## config.mk

```make
export PLATFORM = sky130hd
export DESIGN_NAME = sat_counter
export DESIGN_NICKNAME = d
export VERILOG_FILES = /design/src/rtl/gate_truth_checker_sat_counter.sv
export SDC_FILE = /design/constraint.sdc
export NUM_CORES = 1
export LEC_CHECK = 0
export ABC_AREA = 0
export CELL_PAD_IN_SITES_DETAIL_PLACEMENT = 0
export CELL_PAD_IN_SITES_GLOBAL_PLACEMENT = 2
export CORE_AREA = 2 2 47 49
export CTS_BUF_LIST = sky130_fd_sc_hd__clkbuf_4
export DETAILED_ROUTE_END_ITERATION = 10
export DIE_AREA = 0 0 49 51
export PLACE_DENSITY = 0.77
export SYNTH_ARGS = -nofsm -noshare
export SYNTH_HDL_FRONTEND = slang
export SYNTH_SLANG_ARGS = --single-unit
```

## constraint.sdc

```tcl
create_clock -name clk -period 1.4 [get_ports clk]
set_input_delay 0.28 -clock clk [delete_from_list [all_inputs] [get_ports clk]]
set_output_delay 0.28 -clock clk [all_outputs]
set_load 0.01 [all_outputs]
```

## src/rtl/gate_truth_checker_sat_counter.sv

```systemverilog
// Saturating up-counter with synchronous clear; clear wins over enable.
module sat_counter #(
  parameter int W = 8
) (
  input  logic         clk,
  input  logic         reset,
  input  logic         clear,
  input  logic         enable,
  output logic [W-1:0] count
);

  always_ff @(posedge clk or posedge reset) begin
    if (reset)                      count <= '0;
    else if (clear)                 count <= '0;
    else if (enable && count != '1) count <= count + W'(1);
  end

endmodule

```

# [Word-level counts from Yosys, hierarchy flattened]
# Cells that the tools add are included.
[op_classes] n_reduce_logical=2 muxes=2 magnitude_cmp=0 multipliers=0 addsub=1 n_bitwise=0 n_shift=0 n_div=0 n_eq_ne=1
[op_table] operator="two-way mux 8 bit" count=2
[op_table] operator="adder 8 x 1 -> 8 bit (second input constant)" count=1
[op_table] operator="inequality test 8 bit (second input constant)" count=1
[op_table] operator="nonzero test 2 bit" count=1
[op_table] operator="logical AND 1 bit" count=1
[totals] mem_bits_rw=0 latch_bits=0 mem_bits_ro=0 ff_bits=8 out_inout_bits=8 memories=0

# [Logic depth before layout (Yosys ltp)]
# Gate-level depths: netlist of run 1.
[depth] ltp_word=4 ltp_mapped=4 depth_no_buf=4

# [Worst setup path before layout of run 1]
# No wires, ideal clock.
[synth_timing] path_kind="register to register" from="register count[0]" to="register count[5]" path_stages_with_launch=5 setup_time_ns=0.125 arrival_time_ns=1.463 path_buffers=0 path_slack_ns=-0.188 required_time_ns=1.275 cell_sequence="dfrtp_1 -> ha_1 -> and3_1 -> a211oi_2 -> mux2_4"
[synth_via] elab_chain_len=3 word_cells_on_any_way=6
[synth_rtl] element="start: declaration" line="9" rtl="output logic [W-1:0] count"
[synth_rtl] element="start signal: assignment" line="15" rtl="else if (enable && count != '1) count <= count + W'(1);"
[synth_rtl] element="adder 8 x 1 -> 8 bit / inequality test 8 bit (equally long branches)" line="15"
[synth_rtl] element="two-way mux 8 bit / logical AND 1 bit (equally long branches)" line="15"
[synth_rtl] element="two-way mux 8 bit / nonzero test 2 bit (equally long branches)"
# Several ways; a longest one is shown, not always the timed one. The select of a mux whose other input is x is not followed.
# A chain may end at the register's enable or synchronous reset.

# [Final worst setup path of run 1]
[layout_timing] from="register count[1]" to="register count[5]"
# Same word-level chain as after synthesis.

==> results of run 1 <==
## metrics by stage
step                std cells  utilization [%]  power [W]
finish                    102             36.5   0.000499
global route              102             36.5   0.000522
CTS                       102             36.5   0.000506
detailed placement         99             35.8   0.000321
global placement           99             35.8   0.000321
floorplan                  49                -   0.000277
## worst max-delay path, stage by stage, from the launching register on
cell and delay [ps]:
dfrtp_1 380, ha_2 190, and3_4 190, a211oi_2 210, mux2_4 310
## repair_timing
action	CTS	global route
cloned	0	0
gates resized for setup	9	0
pin swaps	0	0
hold endpoints to repair	0	0
setup endpoints to repair	9	2
## where the power goes
group | total [W] | internal [W] | switching (W)
Clock | 0.000188 | 0.0000988 | 0.0000887
Sequential | 0.000241 | 0.000237 | 0.00000423
Combinational | 0.0000701 | 0.0000390 | 0.0000311
## layout by cell type, fill, tap and decap left out
cell / instances
a211oi_2: 1
nand3_1: 2
a21oi_2: 2
mux2_4: 4
clkbuf_4: 3
nand4b_1: 1
mux2i_1: 1
nor2b_1: 4
clkdlybuf4s50_1: 3
buf_4: 13
and3_4: 1
nor3_1: 1
nand2_1: 4
dfrtp_2: 1
and4_1: 1
inv_1: 2
nand2b_1: 1
dlygate4sd2_1: 8
nand4_1: 2
dfrtp_1: 7
and2b_1: 1
nor2_1: 4
o311a_1: 1
o21bai_1: 1
ha_2: 1
o211a_1: 1
a21oi_1: 2
a21boi_2: 1
## path summary, 6_finish.rpt
kind,from,to,slack [ps],cells after the start
worst max-delay path,count[1],count[5],-10,4
worst min-delay path,reset,count[1],260,2
worst max register to register,count[1],count[5],-10,4
worst min register to register,count[2],count[2],650,2
max in group asynchronous,reset,count[2],880,2
min in group clk,count[2],count[2],650,2
## metal layers
metal | up-vias | global-route usage, % | wire length, um
met5 | - | 0 | 0
met4 | 0 | 5.71 | 30
met3 | 5 | 3.51 | 40
met2 | 10 | 17.8 | 510
met1 | 207 | 12.4 | 542
li1 | 226 | - | -
## logic make-up after synthesis
kind of cell | after synthesis
and+or+nand+nor | 22
buffers and inverters | 4
DFF | 8
muxes | 5
adders and majority gates | 1
AOI/OAI and AO/OA | 9
## cell type report
| class | instances | area [sq um] | share of cell area [%] |
|---|---|---|---|
| Multi-Input combinational cell | 37 | 289 | 38.4 |
| Tap cell | 28 | 35.0 | 4.65 |
| Sequential cell | 8 | 201 | 26.7 |
| Timing Repair Buffer | 24 | 198 | 26.2 |
| Inverter | 2 | 7.51 | 0.997 |
| Clock buffer | 3 | 22.5 | 2.99 |
==> flow_summary.yaml, run 1 <==
outcome:
  outcome: "finished with violations"
  violations: "setup timing"
clock_network:
  clock_sinks: 8
  cts_made_buffers: 3
  cts_tree: "done"
  post_cts_buffers: 0
  cts.reportedPaths.clkPinSlew_ps: 60
  clk_latency_ps: 260
  cts_hold_buf: 0
  cts-root-buf: "clkbuf_4"
  clock_path_buffers: 2
  cts.htree.levels: 1
finish:
  n_fill_cell: 224
  final_area_sq_um: 753
  regMostFlops: "count"
  area_growth_pct: 49.4
  drive_above_1_share_pct: 36.5
  largest_reg_flops: 8
  nNetsFinal: 81
  reg_top3: "count x8"
  antenna_cells: 0
setup_path:
  cp.arrival_ps: 1560
  cp-start-kind: "register"
  path_max_fanout: 3
  end_kind: "register"
  critical_path_class: "reg -> reg"
  cp.required_ps: 1550
logic_synthesis:
  syn_avg_cell_area_sq_um: 10.3
  synthMuxAreaShare_pct: 13.9
  synth_area_leaders: "dfrtp_1, mux2_4, nor2b_1"
  yosys.area_share.simple_pct: 23.8
  ys_ff_latch: 8
  yosys.area.top_type: "dfrtp_1"
  ys_async_sr_fraction_pct: 100
  synth_top_area_share_pct: 39.7
  synth_ff_type: "dfrtp_1"
  synth_most_common_cell: "dfrtp_1"
  syn_nets: 54
  synth_xor_area_share_pct: 0
  ys_types: 25
  syn_area_sq_um: 504
  yosysWarnings: 0
  synth_compound_area_share_pct: 15.6
  synth_edf_count: 0
  netlist_top_cells_count: "dfrtp_1, mux2_4, nand2_1, nor2_1, nor2b_1"
  synth_top_family_by_area: "simple AND/OR/NAND/NOR gates"
  synthAdderAreaFrac_pct: 2.48
  synth-seq-area-share_pct: 39.7
  syn_inst: 49
timing:
  hold_ws_ps: 264
  rsz0062_at_grt: "yes"
  fin_crit_sh_pct: 101
  tightest_slew_ps: 362
  finalSetupViolations: 1
  fmax_ghz: 0.709
  final.setup.tns_ps: -11.3
  skew_ps: 3.79
  final-hold-violation-count: 0
  post-route-min-period_ps: 1410
  slew_headroom_pct: 75.8
  setup_ws_ps: -11.3
  maxSlewViolCount: 0
power_and_ir_drop:
  powerDensity_nw_per_um2: 662
  peakVddDrop_mv: 0.519
  total_leakage_power_nw: 0.384
place:
  place_ws_ps: -252
  place.gp.congestion: 0.788
  place_area_sq_um: 739
  dp_hpwl_um: 901
  portBuffers: 11
floorplan:
  dieArea_sq_um: 2500
  die_width_um: 49
  start_util_pct: 24.4
  core_sq_um: 2060
  rows: 17
  die_h_um: 51
  io-pin-count: 12
grt:
  grt_overflow: 0
  grt_pass1_wl_um: 2000
  grt_antenna_before_repair: 0
  grt_pass1_vias: 453
  grt_start_max_net_pins: 11
  grt_usage_pct: 10.8
drt:
  routed_wl_um: 1120
  drtIter0Drc: 1
  drt_pass1_iterations: 2
  dr_total_vias: 448
  vias_per_cell: 4.39
  wl_per_cell_um: 11.0
  drc: 0
  ant_nets: 0
flow_run:
  maxCapViolCount: 0
min_path:
  hold_class: "in -> async"
(Power assumes the default switching activity.)
==> run 2, diff against run 1 <==
- CTS_CLUSTER_SIZE: unset -> 24
- SKIP_CTS_REPAIR_TIMING: unset -> 1
==> run 2 against run 1 <==
The run now ends clean. Cell count unchanged. Critical path depth unchanged. Sequential power about the same. Critical endpoint unchanged. Combinational power up 4.6%. Global-route usage up 0.063 points. Maximum frequency up 1.7%. Hold slack better by 6.4 ps. Via count up 0.45%. Sequential share of layout area down 1.1 points. Die area unchanged. Worst setup slack better by 23 ps.
==> flow_summary.yaml, run 2 (same netlist as run 1, synthesis figures left out) <==
grt:
  grt_usage_pct: 10.8
  grt_overflow: 0
  grt_start_max_net_pins: 11
  grt_pass1_vias: 457
  grt_antenna_before_repair: 0
  grt_pass1_wl_um: 2010
timing:
  post-route-min-period_ps: 1390
  tightest_slew_ps: 358
  final-hold-violation-count: 0
  fmax_ghz: 0.720
  skew_ps: 3.40
  rsz0062_at_grt: "yes"
  finalSetupViolations: 0
  slew_headroom_pct: 76.1
  maxSlewViolCount: 0
  fin_crit_sh_pct: 99.2
  setup_ws_ps: 11.7
drt:
  routed_wl_um: 1170
  vias_per_cell: 4.41
  dr_total_vias: 450
  drc: 0
  ant_nets: 0
  drtIter0Drc: 2
  drt_pass1_iterations: 2
  wl_per_cell_um: 11.5
min_path:
  hold_class: "in -> async"
finish:
  nNetsFinal: 81
  layout_common_cells: "buf_4, dlymetal6s2s_1, dfrtp_1"
  area_growth_pct: 56.1
  drive_above_1_share_pct: 36.5
  largest_reg_flops: 8
  reg_top3: "count x8"
  final_area_sq_um: 787
  layout_commonest_cell: "buf_4"
  multiInputGateArea_sq_um: 289
  antenna_cells: 0
  regMostFlops: "count"
  seqCellArea_sq_um: 201
  n_fill_cell: 221
floorplan:
  dieArea_sq_um: 2500
  die_width_um: 49
  rows: 17
  io-pin-count: 12
  die_h_um: 51
  core_sq_um: 2060
  start_util_pct: 24.4
setup_path:
  cp-start-kind: "register"
  cp.arrival_ps: 1530
  path_max_fanout: 3
  cp.required_ps: 1540
  critical_path_class: "reg -> reg"
  end_kind: "register"
  ff2ff_setup_slack_ps: 10
outcome:
  outcome: "finished, final reports clean"
clock_network:
  cts-root-buf: "clkbuf_4"
  clk_latency_ps: 260
  clock_sinks: 8
  cts_tree: "done"
  cts.htree.levels: 1
  cts.reportedPaths.clkPinSlew_ps: 60
  cts_made_buffers: 3
  clock_path_buffers: 2
power_and_ir_drop:
  powerDensity_nw_per_um2: 631
  total_leakage_power_nw: 0.491
  peakVddDrop_mv: 0.514
flow_run:
  maxCapViolCount: 0
place:
  place_area_sq_um: 739
  place_ws_ps: -252
  portBuffers: 11
  place.gp.congestion: 0.788
  dp_hpwl_um: 901
run 2: cell types whose count changed in the layout (fill, tap and decap cells not counted), sizes merged:
| cell | before | now |
|---|---|---|
| dlymetal6s2s | 0 | 8 |
| dlygate4sd2 | 8 | 0 |
run 2: stage by stage:
step | power (W) | instances | TNS (ps) | hold WS (ps) | util, %
final | 0.000497 | 102 | 0 | 271 | 38.1
after global routing | 0.000525 | 102 | -24.0 | 328 | 38.1
after CTS | 0.000510 | 102 | -1110 | 284 | 36.9
after detailed placement | 0.000321 | 99 | -1010 | 567 | 35.8
after global placement | 0.000321 | 99 | -917 | 564 | 35.8
after floorplan | 0.000277 | 49 | -92.4 | 95.7 | -
run 2: layout make-up:
cell class / count / share of cell area (%)
repair buffers: 24 / 29.4
well taps: 28 / 4.45
flip-flops and latches: 8 / 25.6
multi-input cells: 37 / 36.7
clock buffers: 3 / 2.86
inverters: 2 / 0.954
run 2: power breakdown:
group / internal (W) / switching, W
clock: 0.0000985 / 0.0000838
combinational: 0.0000420 / 0.0000313
sequential: 0.000237 / 0.00000421
total: 0.000377 / 0.000119
run 2: worst max-delay path: stages, from the launching register on:
cell and delay, ps:
dfrtp_1 380, ha_2 200, and3_4 160, a211oi_2 210
mux2_4 310
run 2: per-layer routing:
metal  vias up  part of all wire [%]  global-route usage (%)  wire [um]
li1        226                     -                       -          -
met3         2                   4.1                    3.51         48
met1       213                    46                    12.6        542
met5         -                     0                       0          0
met2         9                    48                    17.8        564
met4         0                   1.4                    5.71         17
run 2: path summary, 6_finish.rpt:
kind | start | to | cells after the start
worst max-delay path | count[1] | count[5] | 4
worst min-delay path | reset | count[1] | 2
worst max register to register | count[1] | count[5] | 4
worst min register to register | count[2] | count[2] | 2
max in group asynchronous | reset | count[2] | 2
min in group clk | count[2] | count[2] | 2
